## config.mk

```make
export PLATFORM = sky130hd
export DESIGN_NAME = pieo_post_deq_priority_flat
export DESIGN_NICKNAME = d
export VERILOG_FILES = /design/src/rtl/pieo_post_deq_priority_if.sv /design/src/rtl/pieo_post_deq_priority.sv /design/src/flat_wrapper.sv
export SDC_FILE = /design/constraint.sdc
export NUM_CORES = 1
export LEC_CHECK = 0
export ABC_AREA = 1
export BUFFER_PORTS_ARGS = -buffer_cell sky130_fd_sc_hd__buf_2
export CORE_UTILIZATION = 35
export CTS_CLUSTER_SIZE = 10
export DETAILED_ROUTE_END_ITERATION = 12
export RECOVER_POWER = 25
export SLEW_MARGIN = 30
export SYNTH_ARGS = -nofsm -noshare
export SYNTH_HDL_FRONTEND = slang
export SYNTH_SLANG_ARGS = --single-unit
```

## constraint.sdc

```tcl
create_clock -name clk -period 4.5 [get_ports clk]
set_input_delay 0.675 -clock clk [delete_from_list [all_inputs] [get_ports clk]]
set_output_delay 0.675 -clock clk [all_outputs]
set_load 0.02 [all_outputs]
```

## src/rtl/pieo_post_deq_priority_if.sv

```systemverilog
// PIEO dequeue, transmit and re-enqueue handshake bundle
// master = scheduler side, slave = PIEO / downstream / tracker side
interface pieo_post_deq_priority_if #(
  parameter int NUM_FIFO = 3,
  parameter int ID_LOG   = 2,
  parameter int RANK_LOG = 1,
  parameter int TIME_LOG = 1
);
  localparam int ELEM_W = ID_LOG + RANK_LOG + TIME_LOG;

  logic                pieo_ready_for_deq;
  logic                pieo_deq_trigger;
  logic                pieo_deq_valid;
  logic                pieo_deq_empty;
  logic [ELEM_W-1:0]   pieo_deq_element;
  logic [NUM_FIFO-1:0] fifo_empty;
  logic                tx_enable;
  logic                tx_req;
  logic [ID_LOG-1:0]   tx_fifo_id;
  logic [RANK_LOG-1:0] tx_rank;
  logic                tx_ack;
  logic                tx_done;
  logic                reenq_valid;
  logic [ID_LOG-1:0]   reenq_fifo_id;
  logic                reenq_ready;

  modport master (
    input  pieo_ready_for_deq, pieo_deq_valid,
    input  pieo_deq_empty, pieo_deq_element,
    input  fifo_empty, tx_enable, tx_ack,
    input  tx_done, reenq_ready,
    output pieo_deq_trigger, tx_req, tx_fifo_id,
    output tx_rank, reenq_valid, reenq_fifo_id
  );

  modport slave (
    output pieo_ready_for_deq, pieo_deq_valid,
    output pieo_deq_empty, pieo_deq_element,
    output fifo_empty, tx_enable, tx_ack,
    output tx_done, reenq_ready,
    input  pieo_deq_trigger, tx_req, tx_fifo_id,
    input  tx_rank, reenq_valid, reenq_fifo_id
  );
endinterface

```

## src/rtl/pieo_post_deq_priority.sv

```systemverilog
// Dequeue-side scheduler: pull PIEO head, transmit from its FIFO,
// and hand the FIFO ID back for re-insertion while it still has packets
module pieo_post_deq_priority #(
  parameter int NUM_FIFO    = 3,
  parameter int ID_LOG      = 2,
  parameter int RANK_LOG    = 1,
  parameter int TIME_LOG    = 1,
  parameter int TIMEOUT_LOG = 8,
  parameter int CNT_W       = 32
) (
  input  logic             clk,
  input  logic             rst_n,
  pieo_post_deq_priority_if.master bus,
  output logic             busy,
  output logic             err_pulse,
  output logic [CNT_W-1:0] deq_count,
  output logic [CNT_W-1:0] err_count
);

  typedef enum logic [2:0] {
    S_IDLE, S_REQ, S_WAIT_ELEM,
    S_TX, S_WAIT_DONE, S_REENQ
  } state_t;

  state_t state_q, state_d;

  logic [TIMEOUT_LOG-1:0] tmo_q, tmo_d, tmo_inc;
  logic                   tmo_hit;

  logic                trig_q, trig_d;
  logic                txr_q, txr_d;
  logic [ID_LOG-1:0]   txid_q, txid_d;
  logic [RANK_LOG-1:0] txrk_q, txrk_d;
  logic                rev_q, rev_d;
  logic [ID_LOG-1:0]   reid_q, reid_d;
  logic                errp_q, errp_d;
  logic [CNT_W-1:0]    deqc_q, deqc_d;
  logic [CNT_W-1:0]    errc_q, errc_d;

  logic [ID_LOG-1:0]   elem_id;
  logic [RANK_LOG-1:0] elem_rank;
  logic [TIME_LOG-1:0] unused_time;
  logic                id_bad;
  logic                fifo_keep;
  logic                start;

  // send_time only matters to the PIEO; it is unpacked and dropped here
  assign elem_id     = bus.pieo_deq_element[ID_LOG-1:0];
  assign elem_rank   = bus.pieo_deq_element[ID_LOG+:RANK_LOG];
  assign unused_time = bus.pieo_deq_element[ID_LOG+RANK_LOG+:TIME_LOG];
  assign id_bad      = int'(elem_id) >= NUM_FIFO;
  assign fifo_keep   = !bus.fifo_empty[txid_q];
  assign start       = bus.pieo_ready_for_deq && bus.tx_enable;
  assign tmo_inc     = tmo_q + 1'b1;
  assign tmo_hit     = tmo_inc == {TIMEOUT_LOG{1'b1}};

  // state, timeout counter and registered outputs
  always_ff @(posedge clk) begin
    if (!rst_n) begin
      state_q <= S_IDLE;
      tmo_q   <= '0;
      trig_q  <= 1'b0;
      txr_q   <= 1'b0;
      txid_q  <= '0;
      txrk_q  <= '0;
      rev_q   <= 1'b0;
      reid_q  <= '0;
      errp_q  <= 1'b0;
      deqc_q  <= '0;
      errc_q  <= '0;
    end else begin
      state_q <= state_d;
      tmo_q   <= tmo_d;
      trig_q  <= trig_d;
      txr_q   <= txr_d;
      txid_q  <= txid_d;
      txrk_q  <= txrk_d;
      rev_q   <= rev_d;
      reid_q  <= reid_d;
      errp_q  <= errp_d;
      deqc_q  <= deqc_d;
      errc_q  <= errc_d;
    end
  end

  // next-state and element-wait timeout
  always_comb begin
    state_d = state_q;
    tmo_d   = tmo_q;
    unique case (state_q)
      S_IDLE: begin
        if (start) state_d = S_REQ;
      end
      S_REQ: begin
        state_d = S_WAIT_ELEM;
        tmo_d   = '0;
      end
      S_WAIT_ELEM: begin
        if (bus.pieo_deq_valid) begin
          if (bus.pieo_deq_empty || id_bad)
            state_d = S_IDLE;
          else
            state_d = S_TX;
        end else begin
          tmo_d = tmo_inc;
          if (tmo_hit) state_d = S_IDLE;
        end
      end
      S_TX: begin
        if (bus.tx_ack) begin
          if (!bus.tx_done)
            state_d = S_WAIT_DONE;
          else if (fifo_keep)
            state_d = S_REENQ;
          else
            state_d = S_IDLE;
        end
      end
      S_WAIT_DONE: begin
        if (bus.tx_done)
          state_d = fifo_keep ? S_REENQ : S_IDLE;
      end
      S_REENQ: begin
        if (bus.reenq_ready) state_d = S_IDLE;
      end
      default: state_d = S_IDLE;
    endcase
  end

  // next values of the registered outputs and statistics
  always_comb begin
    trig_d = 1'b0;
    txr_d  = txr_q;
    txid_d = txid_q;
    txrk_d = txrk_q;
    rev_d  = rev_q;
    reid_d = reid_q;
    errp_d = 1'b0;
    deqc_d = deqc_q;
    errc_d = errc_q;
    unique case (state_q)
      S_IDLE: begin
        trig_d = start;
      end
      S_REQ: begin
      end
      S_WAIT_ELEM: begin
        if (bus.pieo_deq_valid) begin
          if (!bus.pieo_deq_empty) begin
            if (id_bad) begin
              errp_d = 1'b1;
              errc_d = errc_q + CNT_W'(1);
            end else begin
              txid_d = elem_id;
              txrk_d = elem_rank;
              txr_d  = 1'b1;
            end
          end
        end else if (tmo_hit) begin
          errp_d = 1'b1;
          errc_d = errc_q + CNT_W'(1);
        end
      end
      S_TX: begin
        if (bus.tx_ack) begin
          txr_d = 1'b0;
          if (bus.tx_done) begin
            deqc_d = deqc_q + CNT_W'(1);
            if (fifo_keep) begin
              rev_d  = 1'b1;
              reid_d = txid_q;
            end
          end
        end
      end
      S_WAIT_DONE: begin
        if (bus.tx_done) begin
          deqc_d = deqc_q + CNT_W'(1);
          if (fifo_keep) begin
            rev_d  = 1'b1;
            reid_d = txid_q;
          end
        end
      end
      S_REENQ: begin
        if (bus.reenq_ready) rev_d = 1'b0;
      end
      default: begin
      end
    endcase
  end

  assign bus.pieo_deq_trigger = trig_q;
  assign bus.tx_req           = txr_q;
  assign bus.tx_fifo_id       = txid_q;
  assign bus.tx_rank          = txrk_q;
  assign bus.reenq_valid      = rev_q;
  assign bus.reenq_fifo_id    = reid_q;
  assign busy                 = state_q != S_IDLE;
  assign err_pulse            = errp_q;
  assign deq_count            = deqc_q;
  assign err_count            = errc_q;

endmodule

```

## src/flat_wrapper.sv

```systemverilog
// flat-port wrapper written by rule: the top's interface ports become plain ports
module pieo_post_deq_priority_flat 
#(
  parameter int NUM_FIFO    = 3,
  parameter int ID_LOG      = 2,
  parameter int RANK_LOG    = 1,
  parameter int TIME_LOG    = 1,
  parameter int TIMEOUT_LOG = 8,
  parameter int CNT_W       = 32
)
  (clk, rst_n, busy, err_pulse, deq_count, err_count, bus_pieo_ready_for_deq, bus_pieo_deq_valid, bus_pieo_deq_empty, bus_pieo_deq_element, bus_fifo_empty, bus_tx_enable, bus_tx_ack, bus_tx_done, bus_reenq_ready, bus_pieo_deq_trigger, bus_tx_req, bus_tx_fifo_id, bus_tx_rank, bus_reenq_valid, bus_reenq_fifo_id);
  pieo_post_deq_priority_if #(.NUM_FIFO(NUM_FIFO), .ID_LOG(ID_LOG), .RANK_LOG(RANK_LOG), .TIME_LOG(TIME_LOG)) bus_i ();
  input  logic clk;
  input  logic rst_n;
  output logic busy;
  output logic err_pulse;
  output logic [CNT_W-1:0] deq_count;
  output logic [CNT_W-1:0] err_count;
  input wire logic [$bits(bus_i.pieo_ready_for_deq)-1:0] bus_pieo_ready_for_deq;
  input wire logic [$bits(bus_i.pieo_deq_valid)-1:0] bus_pieo_deq_valid;
  input wire logic [$bits(bus_i.pieo_deq_empty)-1:0] bus_pieo_deq_empty;
  input wire logic [$bits(bus_i.pieo_deq_element)-1:0] bus_pieo_deq_element;
  input wire logic [$bits(bus_i.fifo_empty)-1:0] bus_fifo_empty;
  input wire logic [$bits(bus_i.tx_enable)-1:0] bus_tx_enable;
  input wire logic [$bits(bus_i.tx_ack)-1:0] bus_tx_ack;
  input wire logic [$bits(bus_i.tx_done)-1:0] bus_tx_done;
  input wire logic [$bits(bus_i.reenq_ready)-1:0] bus_reenq_ready;
  output wire logic [$bits(bus_i.pieo_deq_trigger)-1:0] bus_pieo_deq_trigger;
  output wire logic [$bits(bus_i.tx_req)-1:0] bus_tx_req;
  output wire logic [$bits(bus_i.tx_fifo_id)-1:0] bus_tx_fifo_id;
  output wire logic [$bits(bus_i.tx_rank)-1:0] bus_tx_rank;
  output wire logic [$bits(bus_i.reenq_valid)-1:0] bus_reenq_valid;
  output wire logic [$bits(bus_i.reenq_fifo_id)-1:0] bus_reenq_fifo_id;
  assign bus_i.pieo_ready_for_deq = bus_pieo_ready_for_deq;
  assign bus_i.pieo_deq_valid = bus_pieo_deq_valid;
  assign bus_i.pieo_deq_empty = bus_pieo_deq_empty;
  assign bus_i.pieo_deq_element = bus_pieo_deq_element;
  assign bus_i.fifo_empty = bus_fifo_empty;
  assign bus_i.tx_enable = bus_tx_enable;
  assign bus_i.tx_ack = bus_tx_ack;
  assign bus_i.tx_done = bus_tx_done;
  assign bus_i.reenq_ready = bus_reenq_ready;
  assign bus_pieo_deq_trigger = bus_i.pieo_deq_trigger;
  assign bus_tx_req = bus_i.tx_req;
  assign bus_tx_fifo_id = bus_i.tx_fifo_id;
  assign bus_tx_rank = bus_i.tx_rank;
  assign bus_reenq_valid = bus_i.reenq_valid;
  assign bus_reenq_fifo_id = bus_i.reenq_fifo_id;
  pieo_post_deq_priority #(.NUM_FIFO(NUM_FIFO), .ID_LOG(ID_LOG), .RANK_LOG(RANK_LOG), .TIME_LOG(TIME_LOG), .TIMEOUT_LOG(TIMEOUT_LOG), .CNT_W(CNT_W)) u_core (.clk(clk), .rst_n(rst_n), .bus(bus_i), .busy(busy), .err_pulse(err_pulse), .deq_count(deq_count), .err_count(err_count));
endmodule
```

==> results of run 1 <==
==> through the flow <==
step / hold WS, ns / setup WS [ns] / cells / utilization, % / instance area (µm²)
finish: 0.474 / 2.13 / 1059 / 41.7 / 5860
global route: 0.489 / 1.89 / 1059 / 41.7 / 5860
CTS: 0.473 / 2.13 / 1059 / 42.0 / 5900
detailed placement: 0.464 / 2.11 / 1043 / 40.0 / 5620
global placement: 0.452 / 2.15 / 1043 / 40.0 / 5620
floorplan: 0.447 / 2.77 / 794 / - / 5080
==> tightest hold or removal path, stage by stage (launching register included) <==
cell and delay [ns]:
dfxtp_1 0.31, nand2_1 0.06, a21oi_1 0.05
==> cell type report <==
class	count	share of cell area (%)
multi-input combinational	619	51.2
sequential	84	28.7
timing repair buffer	89	6.94
inverter	71	4.55
clock buffer	14	4.16
tap	180	3.84
clock inverter	2	0.598
==> logic make-up after synthesis <==
group	synth area share, %
and+or+nand+nor	42.8
AOI/OAI and AO/OA	10.8
buffers and inverters	7.90
DFF	33.1
xor gates and xnor gates	4.48
adders and majority gates	0.985
==> cell usage after synthesis (8+ instances only) <==
master | number | area share [%]
a21oi_1 | 76 | 7.5
clkbuf_1 | 11 | 0.81
dfxtp_1 | 84 | 33
inv_1 | 63 | 4.7
inv_2 | 8 | 0.59
nand2_1 | 244 | 18
nand2_2 | 9 | 1.1
nand3_1 | 73 | 7.2
nand3b_1 | 10 | 1.5
nor2_1 | 87 | 6.4
nor3_1 | 37 | 3.6
o21ai_0 | 15 | 1.5
xnor2_1 | 9 | 1.6
xor2_1 | 17 | 2.9
==> worst max-delay path by stage <==
| stage | from | to | slack [ns] |
|---|---|---|---|
| 3_3_place_gp | bus_pieo_deq_valid | u_core.err_count[21] | 2.15 |
| 3_5_place_dp | bus_pieo_deq_valid | u_core.err_count[24] | 2.11 |
| 4_1_cts | u_core.state_q[2] | u_core.err_count[24] | 2.13 |
| 2_1_floorplan | u_core.err_count[0] | u_core.err_count[10] | 2.77 |
| 5_1_grt | u_core.state_q[2] | u_core.err_count[28] | 1.89 |
| 6_report | u_core.state_q[2] | u_core.err_count[4] | 2.13 |
==> layer usage <==
layer | track usage [%] | part of all wire [%]
met2 | 32.9 | 48
met1 | 24.8 | 46
met4 | 5.34 | 1.2
met3 | 4.55 | 5.1
met5 | 0 | 0
==> sequential cells by signal (all words and copies together), names as in the netlist, 2 cells and up <==
name / cells
u_core.deq_count: 32
u_core.bus.tx_fifo_id: 2
u_core.state_q: 3
u_core.tmo_q: 8
u_core.err_count: 32
u_core.bus.reenq_fifo_id: 2
==> cells in the final DEF (no fill, tap or decap), types with 6 or more instances in the layout <==
cell       Yosys  final
o21ai_0       15     15
nand3b_1      10     10
clkbuf_16      0      9
nand2_1      244    244
nand4_1        6      6
xor2_1        17     17
nand3_1       73     73
xnor2_1        9      9
buf_2          3     55
dfxtp_1       84     84
inv_1         63     63
nor3_1        37     37
a21oi_1       76     76
inv_2          8      7
nand2_2        9      9
clkbuf_1      11     38
nor2_1        87     87
==> report_power, final <==
part | internal, mW | switching [mW] | leakage (nW) | total, mW
sequential | 0.766 | 0.0275 | 0.677 | 0.794
clock | 0.430 | 0.289 | 0.135 | 0.720
combinational | 0.0683 | 0.194 | 1.31 | 0.262
==> run summary, run 1 <==
Result of the run: finished, final reports clean
R2R cell count: 8
Seq/Total Area, Yosys: 33.1%
Antenna violations before repair: 0
Endpoint type of the worst setup path: register
DRT Pass-1 Iters: 5
Maximum operating frequency: 0.422 GHz
Relative slew slack: 26.0%
Capture endpoint of the worst hold path: u_core.bus.tx_req
Least-Margin Pin Slew: 1.11 ns
Yosys warning total: 0
Num CTS Buffers: 9
Net count reported at finish: 894
Post-synth ARST share: 0%
Count of hold buffers inserted by post-cts repair: 0
Clock-pin slew on the worst setup and hold paths: 0.06 ns
Slack of the worst reg-to-reg path: 2.13 ns
Resized Gates After CTS: 0
TritonCTS clock tree: built
Count of endpoints failing setup in the final report: 0
WHS Path Cells: 2
CP max stage delay: 0.73 ns
Path type of the worst min-delay path: register to register
Total routing usage reported by global routing: 19.5%
Setup TNS after final layout: 0 ns
Height of the die: 123 µm
First-pass GRT wire length: 23100 µm
WL per Instance: 13.1 µm
Synth Cell Area: 0.00508 mm²
Post-DP HPWL: 10200 µm
Worst flop-to-flop path startpoint: u_core.state_q[2]
Worst path depth: 8
Max-Cap Viols: 0
Pin count of the biggest net entering global routing: 60
Fraction of the cycle the final worst path needs: 52.7%
ANT nets after route: 0
Cell at the root of the clock tree: clkbuf_16
Critical path cell sequence: inv_2 > nand2_1 > nor2_1 > inv_2 > a21oi_4 > nand2_4 > nand2_1 > a21oi_1
Register Area: 0.00168 mm²
Maximum fanout along the worst path: 33
Type of origin of the critical path: register
Floorplan die width: 123 µm
Critical-path top delay cell: a21oi_4
Startpoint-to-endpoint class of the critical path: register to register
Crit path required time: 4.69 ns
Cell count after synthesis: 794
Row count: 43
Count of unique library cells instantiated by Yosys: 35
Count of H-tree levels built during CTS: 3
Buf/Inv on CP: 2
Number of hold-slack violations in the final timing report: 0
First DRT Iteration DRCs: 251
RSZ-0062 raised after global routing: false
Max rail drop VDD: 0.000182 V
Number of enable-type register cells in the synthesized netlist: 0
Total number of vias: 5240
Count of pins on the block boundary: 90
Via/cell ratio: 4.95
Largest delay share family, worst path: simple AND/OR/NAND/NOR gates
Most used flip-flop cell after synthesis: dfxtp_1
Maximum root-to-sink buffer count: 2
Static power due to leakage: 2.12 nW
Number of I/O port buffers: 88
Core footprint: 0.0140 mm²
Remaining global-route overflow: 0
Fraction of layout cells with a size suffix above 1: 11.7%
Via count of the first global-routing pass: 4775
Sinks on Clock Net: 84
DRT Wirelength: 13900 µm
Setup bufs post-CTS: 0
Initial Util: 36.2%
Number of fill cells: 1538
Minimum clock period after layout: 2.37 ns
Arrival time worst endpoint: 2.57 ns
Mean instance size in the synthesized netlist: 6.40 µm²
Clock latency of the later-clocked register in the worst-skew pair: 0.35 ns
Overall power: 1.78 mW
Origin of the worst min-delay path: u_core.bus.tx_req
Clock skew after layout: 0.00768 ns
Total die area: 0.0150 mm²
Residual DRC: 0
Count of state elements after synthesis: 84
Multi-input gate area: 0.00300 mm²
Reg2Reg Capture Point: u_core.err_count[4]
Cell area power density: 303 mW/mm²
Max-slew violation total from the final report: 0
Net count of the mapped netlist: 814
Area added between synthesis and finish: 15.3%
Diode insertion count for antenna repair: 0
Final GP Congestion: 0.950
No activity file was read; power rests on OpenSTA's default activity.
==> inputs of run 2 (changes only) <==
- clock period: 4.5 -> 1.94 ns (I/O delays scaled with it)
==> run 2 against run 1 <==
Sequential cell count stayed put. Register-to-register slack worse by 2.0 ns. Sequential share of layout area is 1.2 points lower. Cell count is 2.1% higher. Clock skew is 0.00074 ns higher. Worst hold slack worse by 0.29 ns. Setup slack worse by 2.0 ns. Maximum frequency is 34% higher. Sequential power is 130% higher. Highest routed layer unchanged. Combinational power grew to 2.6 times the previous value. Critical path depth is 3 higher. Largest cell class unchanged.
==> run summary, run 2 (synthesis gave the netlist of run 1 again) <==
Cell area power density: 702 mW/mm² (+130%)
Setup TNS after final layout: 0 ns (unchanged)
Final core utilization: 43.6% (+1.9 points)
Clock latency of the later-clocked register in the worst-skew pair: 0.35 ns (about the same)
Clock-pin slew on the worst setup and hold paths: 0.06 ns (about the same)
Area added between synthesis and finish: 20.6%
Count of H-tree levels built during CTS: 3 (unchanged)
Commonest non-fill, non-tap cell in the layout: nand2_1
Residual DRC: 0 (unchanged)
Net count reported at finish: 917 (+2.6%)
TritonCTS clock tree: built
Number of I/O port buffers: 88 (unchanged)
Diode insertion count for antenna repair: 0 (unchanged)
Max rail drop VDD: 0.000541 V (+200%)
Maximum operating frequency: 0.566 GHz (+34%)
Startpoint-to-endpoint class of the critical path: register to register
Pin count of the biggest net entering global routing: 50 (-17%)
Fraction of layout cells with a size suffix above 1: 14.7% (+2.9 points)
Num CTS Buffers: 9 (unchanged)
RSZ-0062 raised after global routing: false
Min Hold Slack: 0.182 ns (-0.293 ns)
Critical-path top delay cell: dfxtp_1
Cell at the root of the clock tree: clkbuf_16
ANT nets after route: 0 (unchanged)
Total number of vias: 5296 (+1.1%)
DRT Wirelength: 14100 µm (+1.5%)
Endpoint type of the worst setup path: register
Fraction of the cycle the final worst path needs: 91.0% (+38 points)
Antenna violations before repair: 0 (unchanged)
Row count: 43 (unchanged)
Final GP Congestion: 0.905 (-4.8%)
Floorplan die width: 123 µm (unchanged)
Least-Margin Pin Slew: 0.525 ns (-0.585 ns)
Via count of the first global-routing pass: 4804 (+0.61%)
Total routing usage reported by global routing: 19.6% (+0.028 points)
Height of the die: 123 µm (unchanged)
Type of origin of the critical path: register
First-pass GRT wire length: 23100 µm (-0.12%)
Maximum fanout along the worst path: 18 (-45%)
Overall power: 4.30 mW (+140%)
Worst path most repeated cell: nand2_2
Crit path required time: 2.21 ns (-2.48 ns)
Core footprint: 0.0140 mm² (unchanged)
Sinks on Clock Net: 84 (unchanged)
WL per Instance: 13.0 µm (-0.57%)
Minimum clock period after layout: 1.77 ns (-0.607 ns)
Relative slew slack: 64.7% (+39 points)
Max-Cap Viols: 0 (unchanged)
DRT Pass-1 Iters: 4 (-1)
Result of the run: finished, final reports clean
Static power due to leakage: 2.22 nW (+5.0%)
Count of hold buffers inserted by post-cts repair: 0 (unchanged)
Arrival time worst endpoint: 2.04 ns (-0.53 ns)
Path type of the worst min-delay path: input port to register
Max-slew violation total from the final report: 0 (unchanged)
Most frequent cells in the layout: 244 x nand2_1, 85 x nor2_1, 81 x dfxtp_1
Remaining global-route overflow: 0 (unchanged)
Critical path cell sequence: nand2_2 > nor2_4 > nand2_1 > nand2_2 > nand2_2 > nor2_4 > nand3_4 > nand2_8 > buf_12 > nand3_1 > a21oi_1
Count of pins on the block boundary: 90 (unchanged)
Via/cell ratio: 4.90 (-0.99%)
Initial Util: 36.2% (unchanged)
Total die area: 0.0150 mm² (unchanged)
Clock skew after layout: 0.00842 ns (+0.000740 ns)
Post-DP HPWL: 10700 µm (+4.5%)
CP max stage delay: 0.46 ns (-0.27 ns)
First DRT Iteration DRCs: 249 (-0.80%)
Number of hold-slack violations in the final timing report: 0 (unchanged)
Maximum root-to-sink buffer count: 2 (unchanged)
Count of endpoints failing setup in the final report: 0 (unchanged)
[run 2: cell types whose count changed in the layout (fill, tap and decap cells not counted), sizes merged]
cell	previous run	this run
inv	70	71
clkinv	2	0
clkbuf	47	52
buf	56	74
[run 2: per-stage QoR]
stage          setup WS, ns  std cells  instance area (µm²)
6_report              0.174       1081                 6130
5_1_grt           0.0000719       1081                 6130
4_1_cts              0.0641       1078                 6120
3_5_place_dp        0.00547       1063                 5810
3_3_place_gp         0.0459       1063                 5810
2_1_floorplan         0.208        794                 5080
[run 2: final timing paths]
kind / slack, ns / cells past startpoint / endpoint / start
max: 0.17 / 11 / u_core.err_count[12] / u_core.tmo_q[2]
min: 0.18 / 2 / u_core.err_pulse / bus_pieo_deq_empty
max reg2reg: 0.17 / 11 / u_core.err_count[12] / u_core.tmo_q[2]
min reg2reg: 0.47 / 2 / u_core.bus.tx_req / u_core.bus.tx_req
[run 2: where the power goes]
group	switching [mW]	leakage, nW	internal, mW	total, mW
combinational	0.464	1.39	0.208	0.673
sequential	0.0619	0.679	1.78	1.84
clock	0.692	0.149	1.10	1.79
total	1.22	2.22	3.08	4.30
[run 2: worst max-delay path, delay by kind of cell (launching register included)]
family                 cells  cell delay (ns)
AND/OR/NAND/NOR            9             0.90
flip-flops                 1             0.46
buffers and inverters      1             0.16
AO/OA/AOI/OAI              1             0.16
[run 2: cell type report]
type	instances	area (µm²)
timing repair buffer	112	611
clock inverter	1	30.0
tap	180	225
sequential	84	1690
inverter	71	267
fill	1509	7910
clock buffer	14	274
multi-input combinational	619	3040
[run 2: what timing repair did]
| action | 4_1_cts | 5_1_grt |
|---|---|---|
| setup endpoints to repair | 6 | 33 |
| gates resized for setup | 1 | 9 |
| buffers inserted | 0 | 3 |
| pin swaps | 0 | 1 |
[run 2: per-layer routing]
layer	GRT usage, %	routed length [µm]	up-vias
met2	32.9	6710	103
met1	24.3	6540	2389
met5	0	0	-
li1	-	-	2778
met4	7.24	295	0
met3	4.23	542	26
==> inputs of run 3 (changes only) <==
- REMOVE_ABC_BUFFERS: not set -> 1
- SLEW_MARGIN: 30 -> 20
==> run 3 against run 2 <==
Sequential cell count unchanged. Combinational power increased by 3.1%. Wire length is 2.9% higher. Die area is the same. Sequential share of layout area is 0.47 points lower. Setup slack worse by 0.042 ns. Clock skew hardly changed. Critical path depth decreased by 1. Count of clock-buffer cells in the layout shrank 2. Sequential power about the same. Cell count grew 1.5%. Critical path type unchanged.
==> run summary, run 3 (synthesis gave the netlist of run 1 again) <==
Diode insertion count for antenna repair: 0 (unchanged)
Startpoint-to-endpoint class of the critical path: register to register
Max rail drop VDD: 0.000495 V (-8.6%)
Pre-CTS setup slack: 0.00903 ns (+0.00356 ns)
Max-Cap Viols: 0 (unchanged)
WHS Path Cells: 3 (+1)
Capture endpoint of the worst hold path: u_core.bus.pieo_deq_trigger
Arrival time worst endpoint: 2.08 ns (+0.04 ns)
Least-Margin Pin Slew: 0.461 ns (-0.0638 ns)
WL per Instance: 13.2 µm (+1.4%)
TritonCTS clock tree: built
Cell area power density: 693 mW/mm² (-1.2%)
First-pass GRT wire length: 23700 µm (+2.8%)
Internal power: 3.06 mW (-0.93%)
Most frequent cells in the layout: 243 x nand2_1, 87 x nor2_1, 81 x dfxtp_1
Final core utilization: 44.4% (+0.76 points)
Minimum clock period after layout: 1.81 ns (+0.0416 ns)
Count of H-tree levels built during CTS: 3 (unchanged)
Maximum fanout along the worst path: 7 (-11)
Total routing usage reported by global routing: 20.0% (+0.47 points)
Total die area: 0.0150 mm² (unchanged)
Number of fill cells: 1511 (+0.13%)
Slack of the worst reg-to-reg path: 0.13 ns (-0.04 ns)
First DRT Iteration DRCs: 273 (+9.6%)
Multi-input gate area: 0.00305 mm² (+0.58%)
Power share of the combinational group: 16.1% (+0.5 points)
Type of origin of the critical path: register
Total number of vias: 5372 (+1.4%)
Area added between synthesis and finish: 22.7%
Cell at the root of the clock tree: clkbuf_16
Endpoint type of the worst setup path: register
Crit path required time: 2.22 ns (about the same)
Post-DP HPWL: 10600 µm (-1.2%)
Num CTS Buffers: 9 (unchanged)
R2R cell count: 10 (-1)
Clock-pin slew on the worst setup and hold paths: 0.06 ns (about the same)
ANT nets after route: 0 (unchanged)
Proportion of power drawn by the clock network: 41.5% (about the same)
Relative slew slack: 69.0% (+4.3 points)
Via count of the first global-routing pass: 4989 (+3.9%)
Row count: 43 (unchanged)
Final GP Congestion: 0.903 (-0.13%)
Antenna violations before repair: 0 (unchanged)
Reg2Reg Capture Point: u_core.err_count[16]
Residual DRC: 0 (unchanged)
PnR worst setup slack: 0.133 ns (-0.0416 ns)
Number of I/O port buffers: 88 (unchanged)
Origin of the worst min-delay path: bus_tx_enable
Sinks on Clock Net: 84 (unchanged)
Switching power as a share of total power: 29.3% (+0.99 points)
Clock latency of the later-clocked register in the worst-skew pair: 0.35 ns (about the same)
Result of the run: finished, final reports clean
Clock skew after layout: 0.00887 ns (+0.000448 ns)
Net switching component of the power: 1.27 mW (+4.0%)
Worst flop-to-flop path startpoint: u_core.tmo_q[0]
DRT Wirelength: 14500 µm (+2.9%)
Maximum root-to-sink buffer count: 2 (unchanged)
Count of pins on the block boundary: 90 (unchanged)
Placed insts: 1076 (+1.2%)
Total placed instance area: 0.00589 mm² (+1.5%)
Static power due to leakage: 2.31 nW (+4.1%)
Final instance count without filler cells: 1097 (+1.5%)
Fraction of layout cells with a size suffix above 1: 16.1% (+1.5 points)
Remaining global-route overflow: 0 (unchanged)
Net count reported at finish: 932 (+1.6%)
Path type of the worst min-delay path: input port to register
Sequential share of power: 42.4% (-0.4 points)
DRT Pass-1 Iters: 5 (+1)
Via/cell ratio: 4.90 (about the same)
Number of hold-slack violations in the final timing report: 0 (unchanged)
Core footprint: 0.0140 mm² (unchanged)
Maximum operating frequency: 0.553 GHz (-2.3%)
Initial Util: 36.2% (unchanged)
Max-slew violation total from the final report: 0 (unchanged)
Fraction of the cycle the final worst path needs: 93.2% (+2.1 points)
Register Area: 0.00169 mm² (unchanged)
Count of endpoints failing setup in the final report: 0 (unchanged)
Floorplan die width: 123 µm (unchanged)
Commonest non-fill, non-tap cell in the layout: nand2_1
Post-route cell area: 0.00623 mm² (+1.7%)
Height of the die: 123 µm (unchanged)
Setup TNS after final layout: 0 ns (unchanged)
Pin count of the biggest net entering global routing: 60 (+20%)
## run 3: through the flow
stage / hold WS (ns) / power [mW]
floorplan: 0.380 / 2.30
global placement: 0.454 / 2.54
detailed placement: 0.465 / 2.55
CTS: 0.177 / 4.36
global route: 0.181 / 4.53
finish: 0.184 / 4.32
## run 3: power groups by stage
stage	sequential, mW	combinational, mW	clock, mW
finish	1.83	0.694	1.79
global route	1.84	0.779	1.91
CTS	1.83	0.685	1.84
detailed placement	1.87	0.679	0
global placement	1.87	0.675	0
floorplan	1.89	0.403	0
## run 3: cell type report
class / instances / area share, %
Clock inverter: 4 / 0.763
Tap cell: 180 / 3.61
Inverter: 71 / 4.27
Sequential cell: 84 / 27.0
Clock buffer: 12 / 4.11
Timing Repair Buffer: 125 / 11.2
Multi-Input combinational cell: 621 / 49.0
## run 3: how the worst max path moves through the flow
stage,slack (ns),end,startpoint
2_1_floorplan,0.10,u_core.err_count[0],u_core.tmo_q[0]
3_3_place_gp,0.04,u_core.err_count[22],u_core.tmo_q[0]
3_5_place_dp,0.009,u_core.err_count[17],u_core.tmo_q[0]
4_1_cts,0.08,u_core.err_count[17],u_core.tmo_q[0]
5_1_grt,-0.0009,u_core.err_count[22],u_core.tmo_q[0]
6_report,0.13,u_core.err_count[16],u_core.tmo_q[0]
## run 3: critical path: stages (launching register included)
cell      delay (ns)
dfxtp_2         0.37
ha_4            0.16
nand3_1         0.13
o21bai_2        0.19
nand2_2         0.08
nor2_4          0.13
nand3_4         0.13
nand2_8         0.14
buf_4           0.17
nand3_1         0.08
a21oi_1         0.15
## run 3: timing repair
| action | CTS | global route |
|---|---|---|
| pin swaps | 0 | 3 |
| hold buffers | 0 | 0 |
| cloned | 0 | 2 |
| gates resized for setup | 1 | 10 |
| buffers inserted | 0 | 3 |
| setup endpoints to repair | 1 | 34 |
## run 3: layer usage
metal | share of wire (%) | track usage [%] | routed length (µm)
met5 | 0 | 0 | 0
met4 | 1.3 | 6.17 | 187
met3 | 4.5 | 3.81 | 656
met2 | 46 | 33.7 | 6690
met1 | 48 | 25.6 | 6960
